[config.mk]
export PLATFORM = sky130hd
export DESIGN_NAME = dot_operand_loader_flat
export DESIGN_NICKNAME = d
export VERILOG_FILES = /design/src/rtl/dot_loader_pkg.sv /design/src/rtl/dot_operand_loader_if.sv /design/src/rtl/operand_fill_buf.sv /design/src/rtl/dot_operand_loader.sv /design/src/flat_wrapper.sv
export SDC_FILE = /design/constraint.sdc
export NUM_CORES = 1
export LEC_CHECK = 0
export CORE_ASPECT_RATIO = 1.75
export CORE_MARGIN = 2
export CORE_UTILIZATION = 53
export DETAILED_ROUTE_END_ITERATION = 16
export PLACE_DENSITY = 0.91
export RECOVER_POWER = 25
export SLEW_MARGIN = 20
export SYNTH_ARGS = -nofsm -noshare
export SYNTH_HDL_FRONTEND = slang
export SYNTH_SLANG_ARGS = --single-unit
[constraint.sdc]
create_clock -name clk -period 2.35 [get_ports clk]
set_input_delay 0.3525 -clock clk [delete_from_list [all_inputs] [get_ports clk]]
set_output_delay 0.3525 -clock clk [all_outputs]
set_load 0.05 [all_outputs]
[src/rtl/dot_loader_pkg.sv]
// dot_loader_pkg: shared defaults and fill-counter typing for dot_operand_loader
package dot_loader_pkg;
  localparam int DOT_N = 32;
  localparam int DOT_LEN = 4;
  function automatic int cnt_width(int len);
    return $clog2(len + 1);
  endfunction
  localparam int DOT_CW = cnt_width(DOT_LEN);
  typedef logic [DOT_CW-1:0] cnt_t;
endpackage

[src/rtl/dot_operand_loader_if.sv]
// dot_operand_loader_if: element-pair input stream and vector-pair output stream
interface dot_operand_loader_if import dot_loader_pkg::*; #(
  parameter int N = DOT_N,
  parameter int LEN = DOT_LEN
);
  logic s_valid;
  logic s_ready;
  logic [N-1:0] s_a;
  logic [N-1:0] s_b;
  logic s_last;
  logic m_valid;
  logic m_ready;
  logic [N-1:0] m_vec_a [LEN-1:0];
  logic [N-1:0] m_vec_b [LEN-1:0];
  modport slave (
    input s_valid, s_a, s_b, s_last, m_ready,
    output s_ready, m_valid, m_vec_a, m_vec_b
  );
  modport master (
    output s_valid, s_a, s_b, s_last, m_ready,
    input s_ready, m_valid, m_vec_a, m_vec_b
  );
endinterface

[src/rtl/operand_fill_buf.sv]
// operand_fill_buf: indexed-write fill buffer; view shows the vector as it would look after this cycle's write/pad
module operand_fill_buf import dot_loader_pkg::*; #(
  parameter int N = DOT_N,
  parameter int LEN = DOT_LEN,
  localparam int CW = cnt_width(LEN)
) (
  input  logic clk,
  input  logic rst_n,
  input  logic we,
  input  logic pad,
  input  logic [CW-1:0] idx,
  input  logic [N-1:0] din,
  output logic [N-1:0] view [LEN-1:0]
);
  logic [N-1:0] q [LEN-1:0];
  always_ff @(posedge clk)
    if (!rst_n) q <= '{default: '0};
    else
      for (int i = 0; i < LEN; i++)
        if (we && CW'(i) == idx) q[i] <= din;
        else if (pad && CW'(i) > idx) q[i] <= '0;
  // bypass lets the completing element reach the output register in the same edge
  always_comb
    for (int i = 0; i < LEN; i++)
      view[i] = (we && CW'(i) == idx) ? din : (pad && CW'(i) > idx) ? '0 : q[i];
endmodule

[src/rtl/dot_operand_loader.sv]
// dot_operand_loader: gathers LEN element pairs into vector pairs for the dot-product unit
// Optional zero-padded short vectors via s_last when DOT_LOADER_PAD_EN is defined.
module dot_operand_loader import dot_loader_pkg::*; #(
  parameter int N = DOT_N,
  parameter int LEN = DOT_LEN
) (
  input logic clk,
  input logic rst_n,
  dot_operand_loader_if.slave s
);
  localparam int CW = cnt_width(LEN);
  localparam logic [CW-1:0] FULL = CW'(LEN);
  localparam logic [CW-1:0] LAST_IDX = CW'(LEN - 1);
  logic [CW-1:0] cnt;
  logic [N-1:0] view_a [LEN-1:0];
  logic [N-1:0] view_b [LEN-1:0];
  logic in_xfer, slot_free, pad_req, pad, last_in, load;
`ifdef DOT_LOADER_PAD_EN
  assign pad_req = s.s_last;
`else
  assign pad_req = 1'b0;
`endif
  assign s.s_ready = cnt != FULL;
  assign in_xfer = s.s_valid && s.s_ready;
  assign slot_free = !s.m_valid || s.m_ready;
  assign pad = in_xfer && pad_req && cnt < LAST_IDX;
  assign last_in = in_xfer && (cnt == LAST_IDX || pad);
  assign load = (last_in || cnt == FULL) && slot_free;
  operand_fill_buf #(.N(N), .LEN(LEN)) u_buf_a (
    .clk, .rst_n, .we(in_xfer), .pad, .idx(cnt), .din(s.s_a), .view(view_a)
  );
  operand_fill_buf #(.N(N), .LEN(LEN)) u_buf_b (
    .clk, .rst_n, .we(in_xfer), .pad, .idx(cnt), .din(s.s_b), .view(view_b)
  );
  // cnt == FULL parks a completed vector while the output slot is occupied
  always_ff @(posedge clk)
    if (!rst_n) begin
      cnt <= '0;
      s.m_valid <= 1'b0;
      s.m_vec_a <= '{default: '0};
      s.m_vec_b <= '{default: '0};
    end else begin
      cnt <= load ? '0 : last_in ? FULL : in_xfer ? cnt + CW'(1) : cnt;
      s.m_valid <= load || (s.m_valid && !s.m_ready);
      if (load) begin
        s.m_vec_a <= view_a;
        s.m_vec_b <= view_b;
      end
    end
endmodule

[src/flat_wrapper.sv]
// flat-port wrapper written by rule: the top's interface ports become plain ports
module dot_operand_loader_flat import dot_loader_pkg::*;
#(
  parameter int N = DOT_N,
  parameter int LEN = DOT_LEN
)
  (clk, rst_n, s_s_valid, s_s_a, s_s_b, s_s_last, s_m_ready, s_s_ready, s_m_valid, s_m_vec_a, s_m_vec_b);
  dot_operand_loader_if #(.N(N), .LEN(LEN)) s_i ();
  input logic clk;
  input logic rst_n;
  input wire logic [$bits(s_i.s_valid)-1:0] s_s_valid;
  input wire logic [$bits(s_i.s_a)-1:0] s_s_a;
  input wire logic [$bits(s_i.s_b)-1:0] s_s_b;
  input wire logic [$bits(s_i.s_last)-1:0] s_s_last;
  input wire logic [$bits(s_i.m_ready)-1:0] s_m_ready;
  output wire logic [$bits(s_i.s_ready)-1:0] s_s_ready;
  output wire logic [$bits(s_i.m_valid)-1:0] s_m_valid;
  output wire logic [$bits(s_i.m_vec_a)-1:0] s_m_vec_a;
  output wire logic [$bits(s_i.m_vec_b)-1:0] s_m_vec_b;
  assign s_i.s_valid = s_s_valid;
  assign s_i.s_a = s_s_a;
  assign s_i.s_b = s_s_b;
  assign s_i.s_last = s_s_last;
  assign s_i.m_ready = s_m_ready;
  assign s_s_ready = s_i.s_ready;
  assign s_m_valid = s_i.m_valid;
  assign s_m_vec_a = {>>{s_i.m_vec_a}};
  assign s_m_vec_b = {>>{s_i.m_vec_b}};
  dot_operand_loader #(.N(N), .LEN(LEN)) u_core (.clk(clk), .rst_n(rst_n), .s(s_i));
endmodule
=== Word level (Yosys, flattened, before mapping) ===
Cells that the tools add are included.

* Output and inout bits: 258
* Register bits: 516

* Add/sub/neg operators: 1
* Reduce and logical (&&, ||, !) cells: 17
* Muxes and demuxes: 10
* Eq/ne operators: 6
* Bitwise logic cells: 1

{| class="wikitable"
|+ Operators by type and width
! cell !! count
|-
| $mux 32 || 8
|-
| $logic_and 1x1->1 || 8
|-
| $eq 2x3->1 const A || 2
|-
| $mux 3 || 2
|-
| $add 3x1->3 const B || 1
|-
| $eq 1x3->1 const A || 1
|-
| $eq 3x2->1 const B || 1
|-
| $eq 3x3->1 const B || 1
|-
| $logic_not 3->1 || 1
|-
| $logic_or 1x1->1 || 3
|-
| $ne 3x3->1 const B || 1
|-
| $reduce_or 3->1 || 1
|-
| $logic_not 1->1 || 2
|-
| $reduce_bool 2->1 || 1
|-
| $reduce_or 2->1 || 1
|-
| $not 1->1 || 1
|}

=== Depth between registers and ports, before layout ===
Gate-level depths: netlist (run 1).

* Word-level depth: 6
* Mapped depth: 10
* Mapped depth without buffers: 5

=== Hierarchy ===
From an unflattened synthesis (run 1), not the netlist that was laid out.

* Cells, all modules: 2320
* Area total of the unflattened synthesis: 21514.4 um^2

{| class="wikitable"
|+ Modules (own cells, without submodules)
! module !! times used !! cells an instance !! area each (um^2) !! sequential area each (um^2)
|-
| operand_fill_buf || 2 || 591 || 5566.6 || 2562.5
|-
| dot_operand_loader || 1 || 1138 || 10381.2 || 5205.0
|}

=== Worst setup path before layout (run 1) ===
Ideal clock, no wire load.

* Kind: register to register
* Start: register u_core.cnt[0]
* End: register u_core.s.m_vec_b[107]
* Path slack: 461 ps
* Data required time: 2261 ps
* Setup time: 89 ps
* Cell stages (with the launch flop): 10
* Path buffers: 4
* Arrival: 1800 ps
* Clock period less this slack: 1889 ps
* Cells stage by stage: dfxtp_1 -> ha_1 -> ha_1 -> a22o_1 -> buf_2 -> and2_1 -> buf_2 -> buf_6 -> buf_6 -> a311oi_2

* Longest elaborated chain between the ends: 5
* Elaborated cells on any way between the ends: 10
* Those cells by class: 4 x eq/ne; 1 x mux; 5 x reduce/logical

{| class="wikitable"
|+ RTL lines
! element !! RTL line !! text
|-
| start: declaration || dot_operand_loader.sv:14 || <nowiki>logic [CW-1:0] cnt;</nowiki>
|-
| start signal: assignment || dot_operand_loader.sv:43 || <nowiki>cnt <= load ? '0 : last_in ? FULL : in_xfer ? cnt + CW'(1) : cnt;</nowiki>
|-
| $ne 3x3->1 || dot_operand_loader.sv:23 || <nowiki>assign s.s_ready = cnt != FULL;</nowiki>
|-
| $logic_and 1x1->1 || dot_operand_loader.sv:24 || <nowiki>assign in_xfer = s.s_valid && s.s_ready;</nowiki>
|-
| $logic_and 1x1->1 || operand_fill_buf.sv:25, dot_operand_loader.sv:27 ||
|-
| $logic_or 1x1->1 || dot_operand_loader.sv:28 || <nowiki>assign load = (last_in || cnt == FULL) && slot_free;</nowiki>
|-
| $logic_and 1x1->1 || dot_operand_loader.sv:28 ||
|-
| end signal: assignment || dot_operand_loader.sv:47 || <nowiki>s.m_vec_b <= view_b;</nowiki>
|-
| end: declaration || dot_operand_loader_if.sv:17 || <nowiki>output s_ready, m_valid, m_vec_a, m_vec_b</nowiki>
|}

Parallel ways exist; a longest one is shown, timed or not.
A chain may end at the register's enable or synchronous reset.

=== Worst setup path after layout (run 1) ===
* Start: register u_core.s.m_vec_a[101]
* End: output s_m_vec_a[101]

{| class="wikitable"
|+ RTL lines
! element !! RTL line !! text
|-
| start: declaration || dot_operand_loader_if.sv:17 ||
|-
| start signal: assignment || dot_operand_loader.sv:46 || <nowiki>s.m_vec_a <= view_a;</nowiki>
|-
| end: declaration || flat_wrapper.sv:18 || <nowiki>output wire logic [$bits(s_i.m_vec_a)-1:0] s_m_vec_a;</nowiki>
|}

No word-level cell between the ends.

==> impl_metrics.yaml, run 1 <==
run_status:
  status: "finished, final reports clean"
timing:
  maxSlewHeadroom: 0.468
  tightest_slew_ns: 0.798
  slew_viol_final: 0
  finalHoldViolations: 0
  timing.hold.ws_ns: 0.504
  rsz0062_at_grt: "false"
  finalCritPeriodShare: 0.949
  finClkSkew_ns: 0.0150
  tns_ns: 0
  max_freq_mhz: 448
  min_period_ns: 2.23
  setup_violations: 0
critical_path:
  slowest_stage: "clkdlybuf4s50_1"
  start_kind: "flip-flop"
  critPathMaxStageDelay_ns: 0.86
  crit_chain: "clkdlybuf4s50_1"
  path_buf_inv: 1
  critical_path_required_ns: 2.00
  cp_top_family: "buffers and inverters"
  criticalPathCategory: "flip-flop to output pin"
  endpoint_kind: "output pin"
  cp.arrival_ns: 1.88
  worst-path-max-fanout: 2
power:
  p_per_area_mw_per_mm2: 930
  p_int_uw: 15700
  power_switching_uw: 7430
  leakagePower_uw: 0.00943
  power_frac_clock: 0.329
  pwr-share-comb: 0.247
  p_seq_frac: 0.424
  ir_worst_vdd_mv: 0.748
  swShare: 0.321
routing:
  antenna_left: 0
  num_vias: 15900
  routed_wl_um: 58000
  drc_errors: 0
  wl_per_cell_um: 22.5
  vias_per_cell: 6.16
  drt_first_pass_iters: 5
  first_iter_violations: 1081
floorplanning:
  die-area_mm2: 0.0387
  io_pins: 327
  die_w_um: 150
  core-area_mm2: 0.0367
  rows: 93
  start_util: 0.536
  die_h_um: 259
synth:
  ys_warn_count: 0
  syn-num-nets: 1901
  synth.yosys.seq_area_share: 0.526
  yosysTopAreaCell: "dfxtp_1"
  syn_area_per_cell_um2: 10.8
  synth_area_leaders: "dfxtp_1, a211oi_2, mux2i_1"
  syn_area_mm2: 0.0197
  synth.distinct_cells: 28
  ys_ff_latch: 516
  syn_inst: 1827
  yosysTopAreaCellShare: 0.526
place:
  port_buffers: 325
  placed_cell_area_mm2: 0.0235
  place_hpwl_um: 36000
  gp_congestion: 0.847
global_routing:
  grt_remaining_overflow: 0
  grt_usage: 0.289
  first_global_vias: 16300
  grt_max_degree: 110
  grt_first_pass_wirelength_um: 89100
  antenna_found_initial: 3
cts:
  cts_tree: "yes"
  root_buffer: "clkbuf_16"
  postCtsHoldBufs: 0
  numCtsBuffers: 43
  cts.sinks: 516
  cts-resized-gates: 0
  path_clk_slew_ns: 0.07
  worst_skew_pair.late_latency_ns: 0.56
  htree_levels: 2
  clock_path_buffers: 3
  post_cts_buffers: 0
finish:
  stdcell_area_mm2: 0.0249
  area_growth_pct: 26.7
  drive_above_1_share: 0.182
  layout.nets: 2140
  n_fill_cell: 2515
hold_path:
  hold_class: "flip-flop to flip-flop"
run:
  drv_cap: 0
==> state kept, by name, indices dropped and copies added, names as in the netlist <==
| register | count |
|---|---|
| u_core.s.m_vec_b | 128 |
| u_core.s.m_vec_a | 128 |
| u_core.u_buf_b.q | 128 |
| u_core.cnt | 3 |
| u_core.u_buf_a.q | 128 |
| u_core.s.m_valid | 1 |
==> tightest hold or removal path, cell delays in order (launching register included) <==
cell and delay (ns):
dfxtp_1 0.29, o21ai_0 0.08, a21oi_1 0.08
==> area by class of cell <==
cell class,instances,area [um2],area share
Sequential cell,516,10300,0.415
Multi-Input combinational cell,1113,8370,0.336
Timing Repair Buffer,387,4070,0.163
Clock buffer,58,1230,0.0496
Tap cell,475,594,0.0239
Clock inverter,21,270,0.0109
Inverter,5,26.3,0.00106
Antenna cell,3,7.51,0.000302
==> per-layer routing <==
layer	routed length, um	share of wire	global-route usage
met2	29200	0.50	0.491
met3	3520	0.061	0.0460
met5	0	0	0
met1	20800	0.36	0.320
met4	4440	0.077	0.219
==> stage by stage <==
stage          setup WS [ns]  utilization  instances  total power, uW
2_1_floorplan          0.461            -       1827            13800
3_3_place_gp           0.191        0.640       2496            15500
3_5_place_dp          0.0768        0.640       2496            15600
4_1_cts                0.158        0.681       2575            23200
5_1_grt               0.0485        0.679       2578            23800
6_report               0.119        0.679       2578            23200
==> cell usage in the layout, fill, tap and decap left out, types with 2 or more instances in the layout <==
| cell type | instances |
|---|---|
| clkbuf_1 | 7 |
| clkinvlp_4 | 3 |
| dfxtp_1 | 516 |
| mux2i_1 | 192 |
| nand2_1 | 4 |
| clkinv_2 | 10 |
| o21ai_0 | 63 |
| a311oi_2 | 50 |
| buf_4 | 30 |
| clkbuf_8 | 6 |
| a21oi_1 | 322 |
| nand3b_1 | 3 |
| nor2_1 | 193 |
| ha_1 | 5 |
| clkbuf_16 | 45 |
| clkdlybuf4s50_1 | 324 |
| diode_2 | 3 |
| buf_12 | 28 |
| bufinv_16 | 6 |
| clkbuf_4 | 5 |
| nand3_1 | 66 |
| a211oi_2 | 190 |
| a311oi_1 | 15 |
| inv_1 | 3 |
| a211oi_1 | 2 |
==> synth_stat cells <==
cell type	count
o21ai_1	2
and2_1	1
nand3b_1	3
inv_1	3
dfxtp_1	516
a21bo_2	1
ha_1	5
a21boi_1	1
mux2i_1	192
clkbuf_1	123
buf_2	36
a311oi_1	15
a311oi_2	50
a211oi_2	190
a211oi_1	2
buf_6	25
nor2_1	193
nand2_1	4
nand2b_1	1
a21o_1	1
nand3_1	66
o21ai_0	62
a31oi_1	1
buf_4	4
a22o_1	1
inv_2	2
a21oi_1	322
buf_1	5
==> power groups by stage <==
| stage | sequential, uW | clock (uW) | combinational (uW) |
|---|---|---|---|
| after floorplan | 11500 | 0 | 2240 |
| final | 9820 | 7620 | 5720 |
| after detailed placement | 9980 | 0 | 5660 |
| after global routing | 9860 | 8000 | 5970 |
| after global placement | 9960 | 0 | 5520 |
| after CTS | 9810 | 7670 | 5720 |
==> cell families after synthesis <==
group                    synth area share
AO/OA/AOI/OAI                       0.267
flip-flops                          0.526
AND/OR/NAND/NOR                    0.0562
buffers and inverters              0.0504
multiplexers                       0.0978
adder cells (fa/ha/maj)           0.00318
==> final timing paths <==
kind	from	end	slack (ns)	depth (start not counted)
setup / recovery	u_core.s.m_vec_a[101]	s_m_vec_a[101]	0.12	1
hold / removal	u_core.u_buf_b.q[127]	u_core.u_buf_b.q[127]	0.50	2
setup reg to reg	u_core.cnt[0]	u_core.s.m_vec_a[92]	0.19	6
hold reg to reg	u_core.u_buf_b.q[127]	u_core.u_buf_b.q[127]	0.50	2
Note: power is estimated with default switching activity, not from simulation.
==> run 2: changes to the inputs <==
- TNS_END_PERCENT: unset -> 5
==> results of run 2 <==
The final DEF is identical to that of run 1; final timing and power are the same.
